[src/rtl/conway_pkg.sv]
// Purpose : shared Game-of-Life definitions for the generation stepper and the iteration writer.
// Latency : n/a (types, constants and a pure function only).
// Backpr. : n/a.
// Contents: COORD_W coordinate width, stepper state encoding, life_rule() next-state function.
package conway_pkg;

  localparam int COORD_W = 12;

  typedef enum logic [1:0] {
    ST_IDLE  = 2'd0,
    ST_SCAN  = 2'd1,
    ST_DRAIN = 2'd2,
    ST_DONE  = 2'd3
  } state_e;

  // B3/S23: born with exactly 3 neighbours, survives with 2 or 3.
  function automatic logic life_rule(input logic centre, input logic [3:0] n);
    return (n == 4'd3) || (centre && (n == 4'd2));
  endfunction

endpackage

[src/rtl/conway_generation_stepper_if.sv]
// Purpose : game-memory port bundle: read port to the current-generation buffer,
//           write port to the next-generation buffer.
// Latency : rd_data is valid exactly one cycle after rd_en; writes take effect on the strobe.
// Backpr. : none; the memory must take one read and one write every cycle.
// Modports: master = stepper (drives addresses/strobes), slave = memory (drives rd_data).
interface conway_generation_stepper_if;
  import conway_pkg::*;

  logic               rd_en;
  logic [COORD_W-1:0] rd_x;
  logic [COORD_W-1:0] rd_y;
  logic               rd_data;

  logic               wr_en;
  logic [COORD_W-1:0] wr_x;
  logic [COORD_W-1:0] wr_y;
  logic               wr_data;

  modport master (
    output rd_en, rd_x, rd_y,
    input  rd_data,
    output wr_en, wr_x, wr_y, wr_data
  );

  modport slave (
    input  rd_en, rd_x, rd_y,
    output rd_data,
    input  wr_en, wr_x, wr_y, wr_data
  );

endinterface

[src/rtl/conway_line_buffer.sv]
// Purpose : GRID_W-deep, 2-bit-wide column store holding the two grid rows above the scan row.
// Latency : combinational read, write lands on the next rising edge (read-before-write per column).
// Backpr. : none; one read and one write per cycle.
// Ports   : rd_col -> rd_dat = {row y-2, row y-1}; wr_en/wr_col/wr_dat = {row y-1, row y}.
module conway_line_buffer
  import conway_pkg::*;
#(
  parameter int GRID_W = 80
) (
  input  logic               clk,
  input  logic [COORD_W-1:0] rd_col,
  output logic [1:0]         rd_dat,
  input  logic               wr_en,
  input  logic [COORD_W-1:0] wr_col,
  input  logic [1:0]         wr_dat
);

  localparam int AW = (GRID_W > 1) ? $clog2(GRID_W) : 1;
  localparam logic [COORD_W-1:0] DEPTH = COORD_W'(GRID_W);

  logic [1:0] mem_q [GRID_W];

  // Columns past the right edge read as dead so the caller never sees stale data there.
  always_comb begin
    rd_dat = 2'b00;
    if (rd_col < DEPTH) begin
      rd_dat = mem_q[rd_col[AW-1:0]];
    end
  end

  // No reset: every column is rewritten on row 0 of each generation before it is read.
  always_ff @(posedge clk) begin
    if (wr_en && (wr_col < DEPTH)) begin
      mem_q[wr_col[AW-1:0]] <= wr_dat;
    end
  end

endmodule

[src/rtl/conway_generation_stepper.sv]
// Purpose : computes one Game-of-Life generation per start pulse (dead border, no wrap).
// Latency : (GRID_W+1)*(GRID_H+1)+3 cycles from the start edge to done; writes trail reads by 2.
// Backpr. : none; issues one read and at most one write per cycle and never stalls.
// Ports   : clk, rst_n (sync, active-low), start; mem = read/write game-memory bundle;
//           busy, done pulse, live_count (live cells of last generation), generation counter.
module conway_generation_stepper
  import conway_pkg::*;
#(
  parameter int GRID_W = 80,
  parameter int GRID_H = 60
) (
  input  logic                         clk,
  input  logic                         rst_n,
  input  logic                         start,
  conway_generation_stepper_if.master  mem,
  output logic                         busy,
  output logic                         done,
  output logic [15:0]                  live_count,
  output logic [15:0]                  generation
);

  localparam logic [1:0] IDLE  = ST_IDLE;
  localparam logic [1:0] SCAN  = ST_SCAN;
  localparam logic [1:0] DRAIN = ST_DRAIN;
  localparam logic [1:0] DONE  = ST_DONE;

  // The scan runs one position past each edge so the last column/row can leave the window.
  localparam logic [COORD_W-1:0] LAST_X = COORD_W'(GRID_W);
  localparam logic [COORD_W-1:0] LAST_Y = COORD_W'(GRID_H);
  localparam logic [COORD_W-1:0] ONE    = COORD_W'(1);

  // Control
  logic [1:0]         state_q, state_d;
  logic               drain_q, drain_d;
  logic [COORD_W-1:0] sx_q, sx_d;
  logic [COORD_W-1:0] sy_q, sy_d;

  // Stage 1: the scan position whose read data arrives this cycle
  logic               s1_vld_q, s1_vld_d;
  logic               s1_rd_q, s1_rd_d;
  logic [COORD_W-1:0] s1_x_q, s1_x_d;
  logic [COORD_W-1:0] s1_y_q, s1_y_d;

  // 3x3 window, each column packed {row y-2, row y-1, row y}
  logic [2:0]         col_l_q, col_l_d;
  logic [2:0]         col_c_q, col_c_d;
  logic [2:0]         col_r_q, col_r_d;

  // Stage 2: registered write port
  logic               wr_en_q, wr_en_d;
  logic [COORD_W-1:0] wr_x_q, wr_x_d;
  logic [COORD_W-1:0] wr_y_q, wr_y_d;
  logic               wr_data_q, wr_data_d;

  // Statistics
  logic [15:0]        acc_q, acc_d;
  logic [15:0]        live_q, live_d;
  logic [15:0]        gen_q, gen_d;

  // Combinational helpers
  logic               scan_act;
  logic               rd_issue;
  logic               cell_new;
  logic [1:0]         lb_rd_dat;
  logic [1:0]         above;
  logic               lb_wr_en;
  logic [1:0]         lb_wr_dat;
  logic [7:0]         nbr;
  logic [3:0]         n_cnt;

  // ---------------------------------------------------------------------------
  // Scan FSM, stage-0 read issue, statistics
  // ---------------------------------------------------------------------------
  always_comb begin
    state_d  = state_q;
    drain_d  = drain_q;
    sx_d     = sx_q;
    sy_d     = sy_q;
    live_d   = live_q;
    gen_d    = gen_q;
    acc_d    = acc_q;

    scan_act = (state_q == SCAN);
    rd_issue = scan_act && (sx_q < LAST_X) && (sy_q < LAST_Y);

    s1_vld_d = scan_act;
    s1_rd_d  = rd_issue;
    s1_x_d   = sx_q;
    s1_y_d   = sy_q;

    case (state_q)
      IDLE: begin
        if (start) begin
          state_d = SCAN;
          sx_d    = '0;
          sy_d    = '0;
        end
      end
      SCAN: begin
        if (sx_q == LAST_X) begin
          sx_d = '0;
          if (sy_q == LAST_Y) begin
            state_d = DRAIN;
            sy_d    = '0;
            drain_d = 1'b0;
          end else begin
            sy_d = sy_q + ONE;
          end
        end else begin
          sx_d = sx_q + ONE;
        end
      end
      DRAIN: begin
        // Two cycles: the last scan position passes stage 1, then its write is on the port.
        drain_d = 1'b1;
        if (drain_q) begin
          state_d = DONE;
          drain_d = 1'b0;
          // The accumulator already holds the final write, so publish alongside done.
          live_d  = acc_q;
          gen_d   = gen_q + 16'd1;
        end
      end
      default: begin
        state_d = IDLE;
      end
    endcase

    // Count cells as they are registered into the write port; saturate rather than wrap.
    if ((state_q == IDLE) && start) begin
      acc_d = '0;
    end else if (wr_en_d && wr_data_d && (acc_q != 16'hFFFF)) begin
      acc_d = acc_q + 16'd1;
    end
  end

  // ---------------------------------------------------------------------------
  // Stage 1: window / line-buffer update and next-state evaluation
  // ---------------------------------------------------------------------------
  always_comb begin
    // rd_data is only meaningful when a read was actually issued for this position.
    cell_new  = s1_rd_q & mem.rd_data;
    // Row 0 has nothing above it; the buffer may still hold the previous generation.
    above     = (s1_y_q != '0) ? lb_rd_dat : 2'b00;
    lb_wr_en  = s1_vld_q && (s1_x_q < LAST_X);
    lb_wr_dat = {above[0], cell_new};

    col_l_d = col_l_q;
    col_c_d = col_c_q;
    col_r_d = col_r_q;
    if (s1_vld_q) begin
      col_r_d = {above, cell_new};
      if (s1_x_q == '0) begin
        // Left border: the columns that would shift in belong to the previous row.
        col_l_d = 3'b000;
        col_c_d = 3'b000;
      end else begin
        col_l_d = col_c_q;
        col_c_d = col_r_q;
      end
    end

    nbr   = {col_l_d, col_r_d, col_c_d[2], col_c_d[0]};
    n_cnt = 4'd0;
    for (int i = 0; i < 8; i++) begin
      n_cnt = n_cnt + {3'b000, nbr[i]};
    end

    // The window centre is cell (sx-1, sy-1); it exists only once both are >= 1.
    wr_en_d   = s1_vld_q && (s1_x_q != '0) && (s1_y_q != '0);
    wr_x_d    = wr_x_q;
    wr_y_d    = wr_y_q;
    wr_data_d = 1'b0;
    if (wr_en_d) begin
      wr_x_d    = s1_x_q - ONE;
      wr_y_d    = s1_y_q - ONE;
      wr_data_d = life_rule(col_c_d[1], n_cnt);
    end
  end

  conway_line_buffer #(
    .GRID_W (GRID_W)
  ) u_line_buffer (
    .clk    (clk),
    .rd_col (s1_x_q),
    .rd_dat (lb_rd_dat),
    .wr_en  (lb_wr_en),
    .wr_col (s1_x_q),
    .wr_dat (lb_wr_dat)
  );

  // ---------------------------------------------------------------------------
  // State registers
  // ---------------------------------------------------------------------------
  always_ff @(posedge clk) begin
    if (!rst_n) begin
      state_q   <= IDLE;
      drain_q   <= 1'b0;
      sx_q      <= '0;
      sy_q      <= '0;
      s1_vld_q  <= 1'b0;
      s1_rd_q   <= 1'b0;
      s1_x_q    <= '0;
      s1_y_q    <= '0;
      col_l_q   <= 3'b000;
      col_c_q   <= 3'b000;
      col_r_q   <= 3'b000;
      wr_en_q   <= 1'b0;
      wr_x_q    <= '0;
      wr_y_q    <= '0;
      wr_data_q <= 1'b0;
      acc_q     <= '0;
      live_q    <= '0;
      gen_q     <= '0;
    end else begin
      state_q   <= state_d;
      drain_q   <= drain_d;
      sx_q      <= sx_d;
      sy_q      <= sy_d;
      s1_vld_q  <= s1_vld_d;
      s1_rd_q   <= s1_rd_d;
      s1_x_q    <= s1_x_d;
      s1_y_q    <= s1_y_d;
      col_l_q   <= col_l_d;
      col_c_q   <= col_c_d;
      col_r_q   <= col_r_d;
      wr_en_q   <= wr_en_d;
      wr_x_q    <= wr_x_d;
      wr_y_q    <= wr_y_d;
      wr_data_q <= wr_data_d;
      acc_q     <= acc_d;
      live_q    <= live_d;
      gen_q     <= gen_d;
    end
  end

  // ---------------------------------------------------------------------------
  // Outputs
  // ---------------------------------------------------------------------------
  assign mem.rd_en   = rd_issue;
  assign mem.rd_x    = sx_q;
  assign mem.rd_y    = sy_q;
  assign mem.wr_en   = wr_en_q;
  assign mem.wr_x    = wr_x_q;
  assign mem.wr_y    = wr_y_q;
  assign mem.wr_data = wr_data_q;

  assign busy        = (state_q == SCAN) || (state_q == DRAIN);
  assign done        = (state_q == DONE);
  assign live_count  = live_q;
  assign generation  = gen_q;

endmodule
[src/flat_wrapper.sv]
// flat-port wrapper written by rule: the top's interface ports become plain ports
module conway_generation_stepper_flat import conway_pkg::*;
#(
  parameter int GRID_W = 80,
  parameter int GRID_H = 60
)
  (clk, rst_n, start, busy, done, live_count, generation, mem_rd_en, mem_rd_x, mem_rd_y, mem_rd_data, mem_wr_en, mem_wr_x, mem_wr_y, mem_wr_data);
  conway_generation_stepper_if mem_i ();
  input  logic clk;
  input  logic rst_n;
  input  logic start;
  output logic busy;
  output logic done;
  output logic [15:0] live_count;
  output logic [15:0] generation;
  output wire logic [$bits(mem_i.rd_en)-1:0] mem_rd_en;
  output wire logic [$bits(mem_i.rd_x)-1:0] mem_rd_x;
  output wire logic [$bits(mem_i.rd_y)-1:0] mem_rd_y;
  input wire logic [$bits(mem_i.rd_data)-1:0] mem_rd_data;
  output wire logic [$bits(mem_i.wr_en)-1:0] mem_wr_en;
  output wire logic [$bits(mem_i.wr_x)-1:0] mem_wr_x;
  output wire logic [$bits(mem_i.wr_y)-1:0] mem_wr_y;
  output wire logic [$bits(mem_i.wr_data)-1:0] mem_wr_data;
  assign mem_rd_en = mem_i.rd_en;
  assign mem_rd_x = mem_i.rd_x;
  assign mem_rd_y = mem_i.rd_y;
  assign mem_i.rd_data = mem_rd_data;
  assign mem_wr_en = mem_i.wr_en;
  assign mem_wr_x = mem_i.wr_x;
  assign mem_wr_y = mem_i.wr_y;
  assign mem_wr_data = mem_i.wr_data;
  conway_generation_stepper #(.GRID_W(GRID_W), .GRID_H(GRID_H)) u_core (.clk(clk), .rst_n(rst_n), .start(start), .mem(mem_i), .busy(busy), .done(done), .live_count(live_count), .generation(generation));
endmodule
[config.mk]
export PLATFORM = sky130hd
export DESIGN_NAME = conway_generation_stepper_flat
export DESIGN_NICKNAME = d
export VERILOG_FILES = /design/src/rtl/conway_pkg.sv /design/src/rtl/conway_generation_stepper_if.sv /design/src/rtl/conway_line_buffer.sv /design/src/rtl/conway_generation_stepper.sv /design/src/flat_wrapper.sv
export SDC_FILE = /design/constraint.sdc
export NUM_CORES = 1
export LEC_CHECK = 0
export CORE_MARGIN = 5
export CORE_UTILIZATION = 55
export CTS_CLUSTER_DIAMETER = 100
export CTS_CLUSTER_SIZE = 30
export DETAILED_ROUTE_END_ITERATION = 6
export PLACE_DENSITY = 0.78
export SETUP_SLACK_MARGIN = 0.4
export SLEW_MARGIN = 10
export SYNTH_ARGS = -nofsm -noshare
export SYNTH_HDL_FRONTEND = slang
export SYNTH_HIERARCHICAL = 1
export SYNTH_SLANG_ARGS = --single-unit
[constraint.sdc]
create_clock -name clk -period 12.3 [get_ports clk]
set_clock_uncertainty 0.15 [all_clocks]
set_input_delay 2.46 -clock clk [delete_from_list [all_inputs] [get_ports clk]]
set_output_delay 2.46 -clock clk [all_outputs]
set_load 0.1 [all_outputs]
# Yosys cells after proc, flatten, opt, wreduce, memory -nomap -nowiden
# Memory sizes are Yosys's and may differ from the RTL's. A register that Yosys moved wholly into a read port is not among the register bits.
# Cells that the tools add are included.
[op_classes]
add_sub_neg = 13
magnitude_cmp = 3
n_eq_ne = 12
n_reduce_logical = 24
bitwise = 2
muxes = 26
[ops]
columns = ["cell", "count"]
rows = [
  ["12-bit two-way mux", 4],
  ["12-bit case mux with 2 select lines", 2],
  ["16-bit by 1-bit adder with 16-bit output, second input constant", 2],
  ["12-bit by 1-bit adder with 12-bit output, second input constant", 2],
  ["4-bit by 1-bit adder with 4-bit output", 6],
  ["12-bit by 7-bit < comparator with 1-bit output, second input constant", 2],
  ["12-bit nonzero test", 2],
  ["12-bit by 1-bit subtractor with 12-bit output, second input constant", 2],
  ["16-bit != test, second input constant", 1],
  ["3-bit two-way mux", 5],
  ["12-bit by 6-bit equality test with 1-bit output, second input constant", 1],
  ["12-bit by 7-bit equality test with 1-bit output, second input constant", 1],
  ["12-bit logical NOT", 1],
  ["12-bit by 6-bit < comparator with 1-bit output, second input constant", 1],
  ["2-bit two-way mux", 6],
  ["1-bit logical AND", 10],
  ["4-bit by 2-bit equality test with 1-bit output, second input constant", 2],
  ["7-bit two-way mux", 1],
  ["1-bit two-way mux", 6],
  ["2-bit != test, second input constant", 3],
  ["2-bit case mux with 3 select lines", 1],
  ["3-bit AND reduction", 2],
  ["2-bit equality test, second input constant", 2],
  ["2-bit AND reduction", 2],
  ["other kinds (11)", 13],
]
[word_totals]
elab_cells = 99
mem_count = 1
ff_bits = 136
ram_bits = 160
input_bits = 4
[memory_table]
columns = ["name", "words", "width", "read_ports", "rd_clocked_by_memory_dff", "wr", "line_no", "source"]
rows = [
  ["u_core.u_line_buffer.mem_q", 80, 2, 1, 1, 1, "conway_line_buffer.sv:21", "logic [1:0] mem_q [GRID_W];"],
]

# Logic depth before layout (Yosys ltp)
[logic_depth]
depth_word = 16
depth_mapped = 21

# Modules after synthesis
# The synthesis kept the hierarchy.
[modules_own_cells]
columns = ["mod", "area_per_inst_um2", "instances", "cells_per_inst"]
rows = [
  ["conway_line_buffer", 6736.5, 1, 394],
  ["conway_generation_stepper", 5924.4, 1, 655],
]

# Worst setup path before layout
# Ideal clock, no wire load.
[synth_path]
path_kind = "input port to flip-flop"
from = "input mem_rd_data"
to = "register u_core.acc_q[11]"
cell_stages = 12
t_required_ns = 12.079
slack_ns = 5.190
t_arrival_ns = 6.889
cell_sequence = "and2_1 mux2i_1 fa_1 fa_1 inv_1 ha_1 fa_1 or2_2 a21oi_1 nand3_4 or4_1 a21oi_1"
[synth_between]
elab_chain_cells = 14
[synth_lines]
columns = ["element", "line_no", "source"]
rows = [
  ["start, declared", "flat_wrapper.sv:19", "input wire logic [$bits(mem_i.rd_data)-1:0] mem_rd_data;"],
  ["1-bit bitwise AND (*)", "conway_generation_stepper.sv:142", "cell_new = s1_rd_q & mem.rd_data;"],
  ["3-bit two-way mux (*)", "conway_generation_stepper.sv:151", "if (s1_vld_q) begin"],
  ["4-bit by 1-bit adder with 4-bit output (*) (6 in a row)", "conway_generation_stepper.sv:166", "n_cnt = n_cnt + {3'b000, nbr[i]};"],
  ["4-bit by 2-bit equality test with 1-bit output", "conway_pkg.sv:18", "return (n == 4'd3) || (centre && (n == 4'd2));"],
  ["1-bit logical AND", "conway_pkg.sv:18", ""],
  ["1-bit logical OR (*)", "conway_pkg.sv:18", ""],
  ["1-bit two-way mux (*)", "conway_generation_stepper.sv:174", "if (wr_en_d) begin"],
  ["1-bit logical AND (*) (2 in a row)", "conway_generation_stepper.sv:132", "end else if (wr_en_d && wr_data_d && (acc_q != 16'hFFFF)) begin"],
  ["end signal, assigned", "conway_generation_stepper.sv:212", "acc_q <= '0;"],
  ["end signal, assigned", "conway_generation_stepper.sv:231", "acc_q <= acc_d;"],
  ["end, declared", "conway_generation_stepper.sv:56", "logic [15:0] acc_q, acc_d;"],
]
# Every way passes the cells marked *; elsewhere a longest branch is shown, timed or not.
# A chain may end at the register's enable or synchronous reset.

# Worst setup path after layout
[layout_path]
from = "input mem_rd_data"
to = "register u_core.acc_q[7]"
[layout_between]
elab_chain_cells = 14
[layout_lines]
columns = ["element", "line_no", "source"]
rows = [
  ["1-bit bitwise AND (*)", "conway_generation_stepper.sv:142", ""],
  ["net u_core.cell_new", "conway_generation_stepper.sv:63", "logic cell_new;"],
  ["3-bit two-way mux (*)", "conway_generation_stepper.sv:151", ""],
  ["4-bit by 1-bit adder with 4-bit output (*) (6 in a row)", "conway_generation_stepper.sv:166", ""],
  ["4-bit by 2-bit equality test with 1-bit output", "conway_pkg.sv:18", ""],
  ["1-bit logical AND", "conway_pkg.sv:18", ""],
  ["1-bit logical OR (*)", "conway_pkg.sv:18", ""],
  ["1-bit two-way mux (*)", "conway_generation_stepper.sv:174", ""],
  ["1-bit logical AND (*) (2 in a row)", "conway_generation_stepper.sv:132", ""],
]
# Mark *: on every way through the listed nets, which the timed path passes. The rest lies on a longest branch.

==> results by group <==
Logic synthesis
  – Number of flops mapped to enable cells by yosys: 160
  – Synth Area in Compound Gates: 6.78%
  – Area share of fa/ha/maj cells after synthesis: 2.11%
  – Synth async-reset ratio: 0%
  – Post-synthesis mux area share: 9.07%
  – Post-synthesis xor/xnor area fraction: 3.53%
  – Synth area leaders: sky130_fd_sc_hd__edfxtp_1, sky130_fd_sc_hd__dfxtp_1, sky130_fd_sc_hd__nor2_1, sky130_fd_sc_hd__mux4_2, sky130_fd_sc_hd__mux4_1
  – Primary FF master, synth: sky130_fd_sc_hd__edfxtp_1
  – Most frequent cell after synthesis: sky130_fd_sc_hd__nor2_1
  – Fraction of the mapped netlist area in simple logic gates: 16.5%
  – Per-instance average area after synthesis: 12.1 sq um
  – Yosys reg bits: 296
  – Distinct cell type count after synthesis: 64
  – Post-Synthesis Cells: 1049
  – Area share of the leading cell type in the synthesized netlist: 37.9%
  – Yosys Warn Count: 6
  – Largest area contributor in the netlist: sky130_fd_sc_hd__edfxtp_1
  – Main combinational cell family by area after synthesis: simple AND/OR/NAND/NOR gates
  – Synth Net Count: 1072
  – Most used standard cells in the synthesized netlist: sky130_fd_sc_hd__nor2_1, sky130_fd_sc_hd__edfxtp_1, sky130_fd_sc_hd__dfxtp_1, sky130_fd_sc_hd__nand2_1, sky130_fd_sc_hd__nand3_1
  – Summed instance area of the synthesized netlist: 12700 sq um
  – Register area share after synthesis: 59.5%

Placement
  – Final Wtd Congestion: 0.812
  – Dpl hpwl: 16.8 mm
  – Port-buffer cells: 88
  – Cell Count Post-Placement: 1390

Setup path
  – Worst r2r src: u_core/s1_x_q[0]
  – Gate family responsible for the most delay along the worst path: adder cells
  – Worst-path fanout max: 81
  – Kind of start point of the critical path: primary input
  – Cell type with the highest occurrence count on the critical path: sky130_fd_sc_hd__fa_1
  – Worst setup path category: primary input to flop
  – Worst flop-to-flop path endpoint: u_core/acc_q[7]
  – Worst-path cell chain: clkdlybuf4s50_1, and2_2, buf_4, mux2i_1, fa_1, fa_1, inv_1, ha_1, fa_1, or2_2, a21oi_1, nand3_4, or4_1, a21oi_1
  – Crit. End Element: flop
  – Slowest stage cell on the critical path: sky130_fd_sc_hd__or4_1
  – FF-to-FF setup slack: 5810 ps
  – Data arrival, critical path: 7280 ps
  – Required time of the critical path: 12560 ps
  – Worst reg-to-reg path cell count: 18
  – Number of gates on the worst path with buffers counted: 14
  – Buffer and inverter count on the worst path: 3
  – Longest individual stage delay on the worst path: 560 ps

Clock tree
  – Cells resized by post-CTS repair: 0
  – Clock sinks: 296
  – Clock slew at the register clock pins of the worst setup and hold paths: 110 ps
  – CTS H-Tree Depth: 1
  – Clock tree from TritonCTS: yes
  – Root Buffer Master: sky130_fd_sc_hd__clkbuf_16
  – Count of hold-fix buffers inserted at cts: 0
  – Clock latency on the worst-skew pair: 500 ps
  – Number of buffers on the longest clock path: 3
  – Num CTS Buffers: 13
  – Setup fix buffers added after clock tree synthesis: 0

Detailed routing
  – Via count: 8278
  – Total wirelength of the detailed-routed design: 25.9 mm
  – Routed length per instance: 18.4 um
  – Via density: 5.86
  – Detailed-routing iteration count for the pre-antenna-repair pass: 5
  – Number of routed nets with antenna violations: 0
  – Starting DRC count in detailed routing: 618
  – # DRC: 0

Timing
  – Max-Slew Margin vs Limit: 30.2%
  – Final total negative setup slack: 0 ps
  – RSZ-0062 raised after global routing: no
  – Fmax achieved: 142 MHz
  – Final Hold Violating Endpoints: 0
  – Number of setup violations in the final report: 0
  – Transition time of the tightest slew-check pin: 1040 ps
  – Max Slew Vio Count: 0
  – Share of the clock period used by the worst path after layout: 57.1%
  – Crit path time final: 7020 ps
  – Worst hold slack: 309 ps

Global routing
  – Grt total ovfl: 0
  – Via count of the first global-routing pass: 8025
  – Global-route wire length before repair: 42.0 mm
  – All-layer global routing usage: 19.7%
  – Pin count of the biggest net entering global routing: 82
  – Initial antenna violation count: 0

Die
  – Floorplan die area: 26200 sq um
  – Initial cell density of the core: 55.9%
  – Core outline area: 22600 sq um
  – Die Wd: 162 um
  – Placement row count: 55
  – Boundary Pins: 89
  – Die Height: 162 um

Power and ir drop
  – Clock power share: 27.1%
  – Power density cells: 133 nW/um^2
  – Share of total power in combinational logic: 15.5%
  – Worst voltage drop across the vdd grid: 0.180 mV
  – Static Leakage: 0.00449 uW
  – Net switching component of the power: 499 uW
  – Overall power after layout: 1880 uW
  – Internal Pwr Total: 1380 uW
  – Net switching fraction of the power: 26.5%
  – Part of the total power dissipated in sequential elements: 57.4%

Cells and area
  – Number of inserted diodes: 0
  – Area added between synthesis and finish: 11.6%
  – Number of nets in the finished design: 1143
  – Final instance count without filler cells: 1412
  – Fraction of final layout cells sized beyond drive strength 1: 6.65%

Outcome
  – Run status: complete, no violations

Worst hold path
  – Launch instance of the worst min-delay path: u_core/live_count[3]
  – Hold WC Path Type: flop to flop
  – Number of stages on the worst hold path: 2
  – Hold-critical path endpoint: u_core/live_count[3]

Flow run
  – Count of maximum capacitance violations: 0
cells by family after synthesis:
| group | Yosys count |
|---|---|
| AO/OA/AOI/OAI | 120 |
| flip-flops | 296 |
| XOR/XNOR | 51 |
| adder cells (fa/ha/maj) | 19 |
| buffers and inverters | 64 |
| multiplexers | 64 |
| AND/OR/NAND/NOR | 435 |
state kept, by name (all words and copies together), names as in the netlist:
signal,count
u_core/mem.wr_x,12
u_core/mem.rd_y,12
u_core/col_l_q,3
u_core/mem.wr_data,1
u_core/s1_y_q,12
u_core/mem.wr_en,1
u_core/drain_q,1
u_core/s1_rd_q,1
u_core/generation,16
u_core/col_c_q,3
u_core/s1_vld_q,1
u_core/u_line_buffer/mem_q,160
u_core/acc_q,16
u_core/state_q,2
u_core/col_r_q,3
u_core/mem.rd_x,12
u_core/mem.wr_y,12
u_core/live_count,16
u_core/s1_x_q,12
power groups by stage:
| stage | clock, uW | sequential [uW] | combinational, uW |
|---|---|---|---|
| after global placement | 0 | 1100 | 285 |
| after CTS | 524 | 1080 | 291 |
| after detailed placement | 0 | 1100 | 289 |
| after floorplan | 0 | 1130 | 205 |
| final | 511 | 1080 | 292 |
| after global routing | 567 | 1080 | 313 |
through the flow:
| step | setup WS, ps | instance area, sq um | util, % |
|---|---|---|---|
| global route | 4970 | 14100 | 62.4 |
| finish | 5280 | 14100 | 62.4 |
| global placement | 4880 | 13700 | 60.7 |
| CTS | 5280 | 14100 | 62.4 |
| detailed placement | 4780 | 13700 | 60.7 |
| floorplan | 5190 | 12700 | - |
worst reg2reg max path, delay by kind of cell (launching register included):
kind                     cells  cell delay [ps]
AND/OR/NAND/NOR              6             1620
AO/OA/AOI/OAI                3              750
adder cells (fa/ha/maj)      4             1540
multiplexers                 3             1410
flip-flops                   1              330
buffers and inverters        2              600
worst max path at each step:
stage / slack (ps) / end / start
global route: 4970 / u_core/acc_q[13] / mem_rd_data
detailed placement: 4780 / u_core/acc_q[7] / mem_rd_data
CTS: 5280 / u_core/acc_q[7] / mem_rd_data
floorplan: 5190 / u_core/acc_q[11] / mem_rd_data
finish: 5280 / u_core/acc_q[7] / mem_rd_data
global placement: 4880 / u_core/acc_q[9] / mem_rd_data
cells in the final DEF (no fill, tap or decap), types with 8 or more instances in the layout:
cell type / instances
sky130_fd_sc_hd__o21ai_0: 15
sky130_fd_sc_hd__a211oi_2: 10
sky130_fd_sc_hd__a22oi_1: 8
sky130_fd_sc_hd__buf_4: 9
sky130_fd_sc_hd__mux4_2: 21
sky130_fd_sc_hd__edfxtp_1: 160
sky130_fd_sc_hd__and3_1: 11
sky130_fd_sc_hd__dfxtp_1: 134
sky130_fd_sc_hd__a31oi_1: 8
sky130_fd_sc_hd__a211oi_1: 10
sky130_fd_sc_hd__a21oi_1: 36
sky130_fd_sc_hd__or3_1: 10
sky130_fd_sc_hd__nor2_1: 177
sky130_fd_sc_hd__ha_1: 15
sky130_fd_sc_hd__xnor2_1: 22
sky130_fd_sc_hd__mux2i_1: 27
sky130_fd_sc_hd__nor4_1: 12
sky130_fd_sc_hd__clkdlybuf4s50_1: 88
sky130_fd_sc_hd__clkbuf_16: 13
sky130_fd_sc_hd__o31ai_1: 10
sky130_fd_sc_hd__nor2b_1: 9
sky130_fd_sc_hd__and2_1: 30
sky130_fd_sc_hd__mux4_1: 15
sky130_fd_sc_hd__xor2_1: 29
sky130_fd_sc_hd__inv_1: 21
sky130_fd_sc_hd__nand4_1: 14
sky130_fd_sc_hd__nand2_1: 84
sky130_fd_sc_hd__nand3_1: 41
area by class of cell:
cell class              instances  area, sq um
repair buffers                 97          948
clock inverters                 2         38.8
clock buffers                  20          352
multi-input cells             689         4810
inverters                      23         86.3
well taps                     285          357
flip-flops and latches        296         7530
fillers                      1743         8510
per-layer routing:
metal	vias up	global-route usage, %	wire [um]
met5	-	0	0
met3	27	2.18	1280
met4	0	4.42	426
met2	245	33.7	12900
met1	4047	27.6	11300
li1	3959	-	-
No activity file was read; power rests on OpenSTA's default activity.
